--- config.mk ---
export PLATFORM = sky130hd
export DESIGN_NAME = posit_encode_pipe
export DESIGN_NICKNAME = d
export VERILOG_FILES = /design/src/rtl/posit_encode_pipe.sv
export SDC_FILE = /design/constraint.sdc
export NUM_CORES = 1
export LEC_CHECK = 0
export BUFFER_PORTS_ARGS = -buffer_cell sky130_fd_sc_hd__buf_2
export CAP_MARGIN = 25
export CORE_UTILIZATION = 51
export DETAILED_ROUTE_END_ITERATION = 8
export HOLD_SLACK_MARGIN = 0.15
export MAX_ROUTING_LAYER = met4
export PLACE_DENSITY = 0.79
export SLEW_MARGIN = 20
export SYNTH_ARGS = -nofsm -noshare
export SYNTH_HDL_FRONTEND = slang
export SYNTH_SLANG_ARGS = --single-unit
export TNS_END_PERCENT = 20
--- constraint.sdc ---
create_clock -name clk -period 5.5 [get_ports clk]
set_input_delay 0.825 -clock clk [delete_from_list [all_inputs] [get_ports clk]]
set_output_delay 0.825 -clock clk [all_outputs]
set_load 0.03 [all_outputs]
--- src/rtl/posit_encode_pipe.sv ---
// Two-stage posit encoder: regime/exp/fraction packing, then round-to-nearest-even and saturation.
// Latency 2 cycles. in_ready is combinational from out_ready so a stalled output fills both stages first.
module posit_encode_pipe #(
    parameter int N  = 16,
    parameter int ES = 1,
    parameter int KW = $clog2(N) + 1
) (
    input  logic                        clk,
    input  logic                        rst_n,
    input  logic                        in_valid,
    output logic                        in_ready,
    input  logic                        sign,
    input  logic [KW-1:0]               k,
    input  logic [((ES > 0) ? ES : 1)-1:0] exp,
    input  logic [N-1:0]                mant,
    input  logic [1:0]                  is_special,
    output logic                        out_valid,
    input  logic                        out_ready,
    output logic [N-1:0]                posit
);
    localparam int BW = 3 * N;
    localparam int TW = ES + N - 1;
    localparam logic [KW:0] ONE = (KW + 1)'(1);
    localparam logic [KW:0] TWO = (KW + 1)'(2);

    logic           w_s1_en, w_s2_en;
    logic [KW:0]    w_k_ext, w_reg_len;
    logic [BW-1:0]  w_regime, w_body;
    logic [TW-1:0]  w_tail;
    logic           w_sat_max, w_sat_min;
    int             w_k_int;
    logic           w_unused;

    logic           r_s1_valid, r_sign, r_sat_max, r_sat_min, r_zero, r_nan;
    logic [BW-1:0]  r_body;
    logic           r_out_valid;
    logic [N-1:0]   r_posit;

    logic [N-2:0]   w_trunc, w_mag;
    logic           w_guard, w_sticky, w_round;
    logic [N-1:0]   w_mag_ext, w_posit;

    assign w_s2_en   = !r_out_valid || out_ready;
    assign w_s1_en   = !r_s1_valid || w_s2_en;
    assign in_ready  = w_s1_en;
    assign out_valid = r_out_valid;
    assign posit     = r_posit;

    // The hidden bit of mant (and exp when ES=0) carries no information.
    assign w_unused = ^{mant[N-1], exp};

    generate
        if (ES > 0) begin : g_exp
            assign w_tail = {exp[ES-1:0], mant[N-2:0]};
        end else begin : g_noexp
            assign w_tail = mant[N-2:0];
        end
    endgenerate

    always_comb begin
        w_k_ext   = {k[KW-1], k};
        w_k_int   = int'($signed(k));
        w_sat_max = (w_k_int > N - 2);
        w_sat_min = (w_k_int < -(N - 1));
        if (!k[KW-1]) begin
            w_reg_len = w_k_ext + TWO;
            w_regime  = ~({BW{1'b1}} >> (w_k_ext + ONE));
        end else begin
            w_reg_len = ONE - w_k_ext;
            w_regime  = {1'b1, {(BW-1){1'b0}}} >> (-w_k_ext);
        end
        w_body = ({w_tail, {(BW-TW){1'b0}}} >> w_reg_len) | w_regime;
    end

    always_ff @(posedge clk or negedge rst_n) begin
        if (!rst_n) begin
            r_s1_valid <= 1'b0;
            r_body     <= '0;
            r_sign     <= 1'b0;
            r_sat_max  <= 1'b0;
            r_sat_min  <= 1'b0;
            r_zero     <= 1'b0;
            r_nan      <= 1'b0;
        end else if (w_s1_en) begin
            r_s1_valid <= in_valid;
            r_body     <= w_body;
            r_sign     <= sign;
            r_sat_max  <= w_sat_max;
            r_sat_min  <= w_sat_min;
            r_zero     <= is_special[1];
            r_nan      <= is_special[0];
        end
    end

    // Rounding never leaves maxpos and never reaches zero.
    always_comb begin
        w_trunc  = r_body[BW-1 -: N-1];
        w_guard  = r_body[BW-N];
        w_sticky = |r_body[BW-N-1:0];
        w_round  = w_guard & (w_trunc[0] | w_sticky);
        if (&w_trunc) begin
            w_mag = w_trunc;
        end else begin
            w_mag = w_trunc + (N-1)'(w_round);
        end
        if (w_mag == '0) begin
            w_mag = (N-1)'(1);
        end
        if (r_sat_max) begin
            w_mag = '1;
        end else if (r_sat_min) begin
            w_mag = (N-1)'(1);
        end
        w_mag_ext = {1'b0, w_mag};
        w_posit   = r_sign ? (~w_mag_ext + N'(1)) : w_mag_ext;
        if (r_nan) begin
            w_posit = {1'b1, {(N-1){1'b0}}};
        end else if (r_zero) begin
            w_posit = '0;
        end
    end

    always_ff @(posedge clk or negedge rst_n) begin
        if (!rst_n) begin
            r_out_valid <= 1'b0;
            r_posit     <= '0;
        end else if (w_s2_en) begin
            r_out_valid <= r_s1_valid;
            r_posit     <= w_posit;
        end
    end
endmodule
# --- Word-level counts from Yosys, hierarchy flattened ---
# Index checks and enable logic that the tools add are counted.
# Widths: inputs -> output; s select.
classes:
  add_sub_neg: 6
  magnitude_cmp: 2
  n_shift: 3
  muxes: 9
  n_bitwise: 5
  reduce_logical: 7
ops:
  columns: ["op", "n"]
  rows:
  - ["$shr 48x6->48 const A", 2]
  - ["$mux 15", 4]
  - ["$mux 16", 3]
  - ["$mux 48", 1]
  - ["$not 48->48", 1]
  - ["$or 48x48->48", 1]
  - ["$shr 48x6->48", 1]
  - ["$reduce_or 32->1", 1]
  - ["$add 16x1->16 const B", 1]
  - ["$not 15->16", 1]
  - ["$add 15x1->15", 1]
  - ["$logic_not 15->1", 1]
  - ["$reduce_and 15->1", 1]
  - ["$add 5x2->6 const B", 1]
  - ["$add 5x3->6 const B", 1]
  - ["$mux 6", 1]
  - ["$neg 6->6", 1]
  - ["$sub 2x5->6 const A", 1]
  - ["$gt 5x5->1 const B", 1]
  - ["$lt 5x5->1 const B", 1]
  - ["$logic_not 1->1", 2]
  - ["$logic_or 1x1->1", 2]
  - ["$and 1x1->1", 1]
  - ["$or 1x1->1", 1]
word_totals:
  register_bits: 71
  in_bits: 29
  word_cells: 41

# --- Depth between registers and ports, before layout ---
# Gate-level depths: netlist of the first run.
depth:
  word_depth: 14
  mapped_depth: 16

# --- Worst setup path before layout of the first run ---
# No wires, ideal clock.
synth_timing:
  kind: "reg-to-reg"
  from: "register r_body[33]"
  to: "register r_posit[14] (netlist: posit[14])"
  setup_time_ns: 0.131
  t_arrival_ns: 3.093
  setup_slack_ns: 2.277
  stages_incl_launch_ff: 17
  path_cell_list: "dfrtp_1 -> and2_1 -> ha_1 -> nand4_1 -> nor4_1 -> mux2i_1 -> nand4_1 -> nor3_1 -> nor2_1 -> and4_1 -> ha_1 -> o211ai_1 -> nor3_1 -> nand4_2 -> o41ai_2 -> xnor2_1 -> o21ai_1"
synth_between:
  elab_chain_cells: 13
synth_lines:
  columns: ["item", "line", "rtl"]
  rows:
  - ["start, declared", "35", "logic [BW-1:0] r_body;"]
  - ["start signal, assigned", "86", "r_body <= w_body;"]
  - ["$or 1x1->1", "100", "w_round = w_guard & (w_trunc[0] | w_sticky);"]
  - ["$and 1x1->1", "100", null]
  - ["$add 15x1->15", "104", "w_mag = w_trunc + (N-1)'(w_round);"]
  - ["$mux 15 (*)", "101", "if (&w_trunc) begin"]
  - ["$logic_not 15->1", "106", "if (w_mag == '0) begin"]
  - ["$mux 15 (*)", "106", null]
  - ["$mux 15 (*)", "111", "end else if (r_sat_min) begin"]
  - ["$mux 15 (*)", "109", "if (r_sat_max) begin"]
  - ["$not 15->16", "115", "w_posit = r_sign ? (~w_mag_ext + N'(1)) : w_mag_ext;"]
  - ["$add 16x1->16", "115", null]
  - ["$mux 16 (*)", "115", null]
  - ["$mux 16 (*)", "118", "end else if (r_zero) begin"]
  - ["$mux 16 (*)", "116", "if (r_nan) begin"]
  - ["end signal, assigned", "129", "r_posit <= w_posit;"]
  - ["end, declared", "37", "logic [N-1:0] r_posit;"]
# Mark *: on every way between the ends. The rest lies on a longest branch, timed or not.
# A chain may end at the register's enable or synchronous reset.

# --- Final worst setup path of the first run ---
# Same ends and word-level chain as after synthesis.

==> run summary, run 1 <==
Fillers - 980
MaxCap Viol Count - 0
Startpoint Class - register
synth unique cells - 71
overall routed net length - 14.88 mm
routed length per instance - 18.18 um
clk buf depth - 2
Main synth FF type - dfrtp_1
DRT antenna net count - 0
dominant cells by area after synthesis - dfrtp_1 33%, mux2i_1 8.9%, nand2_1 6.4%
Final Hold Viols - 0
WS Path Type - register to register
initial DRC count - 440
gate count after technology mapping - 654
initial antenna violation count - 0
GRT Overall Usage - 28.76%
Met2 Wirelength - 6.660 mm
post-layout minimum cycle time - 4.004 ns
Worst-path clk slew - 0.08 ns
I/O pin count - 47
asr flop ratio synth - 100.0%
WL met1 - 6.730 mm
pwr dens - 309.2 mW/mm^2
cts hold-fix bufs - 0
Setup crit end kind - register
CTS tree - yes
postcts setup bufs - 0
syn_nets - 695
Num Clock Sinks - 71
Overflow after GRT - 0
Post-DP HPWL - 11.28 mm
Resize count post-CTS - 0
DR DRC count - 0
vias in the first global route - 4,798
worst-skew pair later-pin latency - 0.36 ns
Die H - 104.7 um
share of layout cells above drive strength 1 - 13.49%
Setup-failing EPs final - 0
largest net degree at the start of global routing - 48
global-route wire length before repair - 24.53 mm
fin. max-slew vios - 0
Post-Syn Area - 0.005374 mm^2
FF+latch count, synth - 71
worst slew pin tran - 1.022 ns
EDFF count, synth - 0
DR WL met3 - 838 um
Synth Area per Inst - 8.217 um^2
most frequent cell after synthesis - nand2_1
share of the yosys chip area belonging to registers - 33.06%
Synth top area share - 33.06%
VDD IR-drop max - 0.1178 mV
total CTS buffers - 9
Leak - 2.558 nW
crit path DAT - 4.23 ns
FMAX - 249.7 MHz
CP Data Required Time - 5.73 ns
Final GP Congestion - 0.9675
Seq. cell area - 0.001777 mm^2
via count - 5,171
crit-path max FO - 8
CTS Root Cell - clkbuf_8
area of the multi-input gates - 0.003392 mm^2
# rows - 37
cell accounting for the most synthesized area - dfrtp_1
drt pass-1 iters - 5
clock skew - 0.01615 ns
Final period util - 72.80%
min-delay worst type - input port to async pin
CTS H-tree depth - 3
number of vias per cell - 6.322
RSZ-0062 raised after global routing - false
initial cell density of the core - 52.29%
Max-slew headroom - 31.40%
setup TNS - 0 ns
Chip Width - 104.7 um
total power - 1.813 mW
Area Overhead vs Synth - 9.104%
most instantiated cells after synthesis - 91 x nand2_1, 74 x nor2_1, 71 x dfrtp_1, 48 x mux2i_1, 41 x a21oi_1
die area - 0.01095 mm^2
input/output buffers - 45
Core Region - 0.01028 mm^2
highest routed layer - met4
outcome - finished, final reports clean
warnings from Yosys - 0
NumNets Final - 718
ANT cells - 0
==> metrics by stage <==
stage,std cells,utilization (%),cell area (um^2),setup WS (ns),hold slack (ns)
finish,818,57.05,5863,1.496,0.4539
CTS,818,57.05,5863,1.570,0.4566
detailed placement,802,55.09,5662,1.584,0.4676
global placement,802,55.09,5662,1.690,0.4557
floorplan,654,-,5374,2.277,0.4502
global route,818,57.05,5863,1.169,0.4854
==> worst max-delay path, cell delays in order (launching register included) <==
cell	delay [ns]
dfrtp_1	0.47
and2_1	0.16
ha_1	0.23
nand4_1	0.29
nor4_1	0.38
mux2i_1	0.22
nand4_1	0.16
nor3_1	0.08
nor2_1	0.19
and4_1	0.25
ha_1	0.18
o211ai_1	0.11
nor3_1	0.35
nand4_2	0.18
o41ai_2	0.39
xnor2_1	0.16
o21ai_1	0.07
==> layout make-up <==
type / count / area share, %
Timing Repair Buffer: 51 / 4.609
Clock buffer: 9 / 2.113
Tap cell: 136 / 2.902
Multi-Input combinational cell: 530 / 57.85
Inverter: 14 / 0.8963
Clock inverter: 7 / 1.323
Sequential cell: 71 / 30.30
==> placed cells by master (no fill, tap or decap), types with 10 or more instances in the layout <==
cell      count
nand2_1      91
mux2i_1      48
buf_2        45
nor2_1       74
a31oi_1      14
a22o_1       10
inv_1        12
ha_1         12
nand4_1      11
nor4_1       14
xnor2_1      17
nor3_1       13
nand3_1      10
dfrtp_1      71
a221oi_1     11
o21ai_0      34
a21oi_1      41
==> per-layer routing <==
metal / vias to the layer above / global-route usage [%]
li1: 2464 / -
met1: 2410 / 38.46
met2: 241 / 42.81
met3: 56 / 2.620
met4: 0 / 16.50
met5: - / -
==> cells by family (layout without fill, tap and decap cells) <==
| kind of cell | after synthesis | after routing | synth area share, % |
|---|---|---|---|
| simple gates | 267 | 267 | 24.14 |
| compound gates | 178 | 178 | 22.49 |
| flops | 71 | 71 | 33.06 |
| buf+inv | 53 | 81 | 4.098 |
| mux | 52 | 52 | 9.988 |
| xor+xnor | 21 | 21 | 3.423 |
| fa+ha+maj | 12 | 12 | 2.794 |
==> final timing paths <==
check / startpoint / end / slack (ns) / cells past startpoint
min in group clk: posit[13] / posit[13] / 0.48 / 2
max in group asynchronous: rst_n / r_body[34] / 4.07 / 2
worst max register to register: r_body[33] / posit[14] / 1.50 / 16
worst min register to register: posit[13] / posit[13] / 0.48 / 2
worst max-delay path: r_body[33] / posit[14] / 1.50 / 16
worst min-delay path: rst_n / r_zero / 0.45 / 1
==> power breakdown <==
| part | internal [mW] | switching, mW |
|---|---|---|
| Sequential | 0.601 | 0.0948 |
| Combinational | 0.256 | 0.436 |
| Clock | 0.214 | 0.212 |
==> flip-flops by register name (all words and copies together), names as in the netlist <==
register    count
r_sat_min       1
r_nan           1
r_zero          1
r_body         48
out_valid       1
r_sat_max       1
r_s1_valid      1
posit          16
r_sign          1
Note: power is estimated with default switching activity, not from simulation.
==> run 2, diff against run 1 <==
Settings changed: PLACE_DENSITY 0.79 to 0.82.
Clock period 5.5 ns to 3.56 ns, I/O delays scaled along.
==> run summary, run 2 (synthesis results as in run 1) <==
worst setup margin - 0.1865 ns
CP dominant cell by count - nor3_2
# rows - 37
most frequent cells in the layout - 91 x nand2_1, 74 x nor2_1, 71 x dfrtp_1
Leak - 2.782 nW
Setup-failing EPs final - 0
I/O pin count - 47
CTS H-tree depth - 3
number of vias per cell - 6.303
CP delay by family, top - simple AND/OR/NAND/NOR gates
vias in the first global route - 5,140
Area Overhead vs Synth - 16.58%
ANT cells - 0
hold slack - 0.3831 ns
Final Hold Viols - 0
CP max stage delay - 0.41 ns
Design Area, Final - 0.006265 mm^2
GRT Overall Usage - 29.97%
Num Clock Sinks - 71
initial antenna violation count - 0
Final Util - 60.96%
post-layout minimum cycle time - 3.373 ns
CP Data Required Time - 3.79 ns
min-delay worst type - input port to register
global-route wire length before repair - 25.59 mm
NumNets Final - 755
Core Region - 0.01028 mm^2
Die H - 104.7 um
DRT antenna net count - 0
max reg flops - 48
Setup crit end kind - register
Crit Reg-Reg Startpoint - r_body[34]
crit-path max FO - 4
WS Path Type - register to register
most common cell after layout, fill and taps aside - nand2_1
CTS Root Cell - clkbuf_8
Overflow after GRT - 0
overall routed net length - 15.47 mm
worst slew pin tran - 0.7172 ns
VDD IR-drop max - 0.2235 mV
outcome - finished, final reports clean
M2 GR Usage - 45.51%
worst-skew pair later-pin latency - 0.36 ns
crit path DAT - 3.61 ns
met3 usage - 4.304%
die area - 0.01095 mm^2
Chip Width - 104.7 um
fin. max-slew vios - 0
crit path cell chain - buf_4 > and3_1 > nand3_1 > mux2_2 > o22ai_2 > nor3_2 > nor2_1 > and4_1 > ha_1 > o211ai_1 > nor3_2 > nand4_2 > o41ai_2 > xnor2_1 > o21ai_1
Startpoint Class - register
Setup WS pre-CTS - -0.06861 ns
routed length per instance - 18.09 um
DR DRC count - 0
largest net degree at the start of global routing - 31
Max-slew headroom - 52.19%
initial cell density of the core - 52.29%
Worst setup startpoint - r_body[34]
CTS tree - yes
HP Start - is_special[0]
MaxCap Viol Count - 0
clock skew - 0.007541 ns
largest register by flop count - r_body
drt pass-1 iters - 5
total power - 3.016 mW
input/output buffers - 45
via count - 5,389
total CTS buffers - 9
setup TNS - 0 ns
share of layout cells above drive strength 1 - 19.89%
clk buf depth - 2
initial DRC count - 551
CP max stage cell - dfrtp_1
WP buf/inv - 1
Post-DP HPWL - 11.71 mm
Final period util - 94.76%
FMAX - 296.4 MHz
# placed instances - 830
Final GP Congestion - 0.9621
Worst-path clk slew - 0.08 ns
grt peak-use layer - met2
pwr dens - 481.5 mW/mm^2
GR Layer Usage met1 - 38.76%
Cell Area, Placed - 0.005872 mm^2
post-route insts no fill - 855
run 2: cell types whose count changed in the layout (fill, tap and decap cells not counted), moves of 2 or more:
cell and change:
nor3_2 +3, and4_1 -2, and4_2 +2, nor4_4 +3, nor3_1 -3, buf_4 +36, nor4_1 -3
run 2: final cells by class:
type / count / area [um^2]
fillers: 920 / 4013
multi-input cells: 530 / 3486
flip-flops and latches: 71 / 1777
repair buffers: 88 / 550.5
well taps: 136 / 170.2
clock buffers: 10 / 137.6
clock inverters: 6 / 91.34
inverters: 14 / 52.55
run 2: path summary, 6_finish.rpt:
kind | slack (ns) | depth (start not counted) | endpoint
min in group asynchronous | 0.66 | 2 | r_sign
hold reg to reg | 0.48 | 2 | posit[2]
setup / recovery | 0.19 | 15 | posit[14]
hold / removal | 0.38 | 3 | r_nan
setup reg to reg | 0.19 | 15 | posit[14]
max in group asynchronous | 2.16 | 3 | r_body[39]
run 2: layer usage:
| layer | routed length, um | part of all wire [%] | vias up |
|---|---|---|---|
| li1 | - | - | 2532 |
| met1 | 6769 | 44 | 2531 |
| met2 | 6959 | 45 | 272 |
| met3 | 1087 | 7.0 | 54 |
| met4 | 652 | 4.2 | 0 |
| met5 | 0 | 0 | - |
run 2: where the power goes:
| group | switching, mW | total, mW | internal, mW |
|---|---|---|---|
| clock network | 0.321 | 0.739 | 0.418 |
| logic | 0.778 | 1.25 | 0.476 |
| registers | 0.0938 | 1.02 | 0.929 |
| total | 1.19 | 3.02 | 1.82 |
run 2: timing repair:
item,4_1_cts,5_1_grt
hold buffers,1,0
pin swaps,1,5
endpoints found under the hold margin,19,0
resized for setup,2,16
setup endpoints to repair,3,6
buffers inserted,2,6
run 2: tightest hold or removal path, cell delays in order:
cell     delay (ns)
buf_2          0.07
nand2_1        0.04
nand2_1        0.06
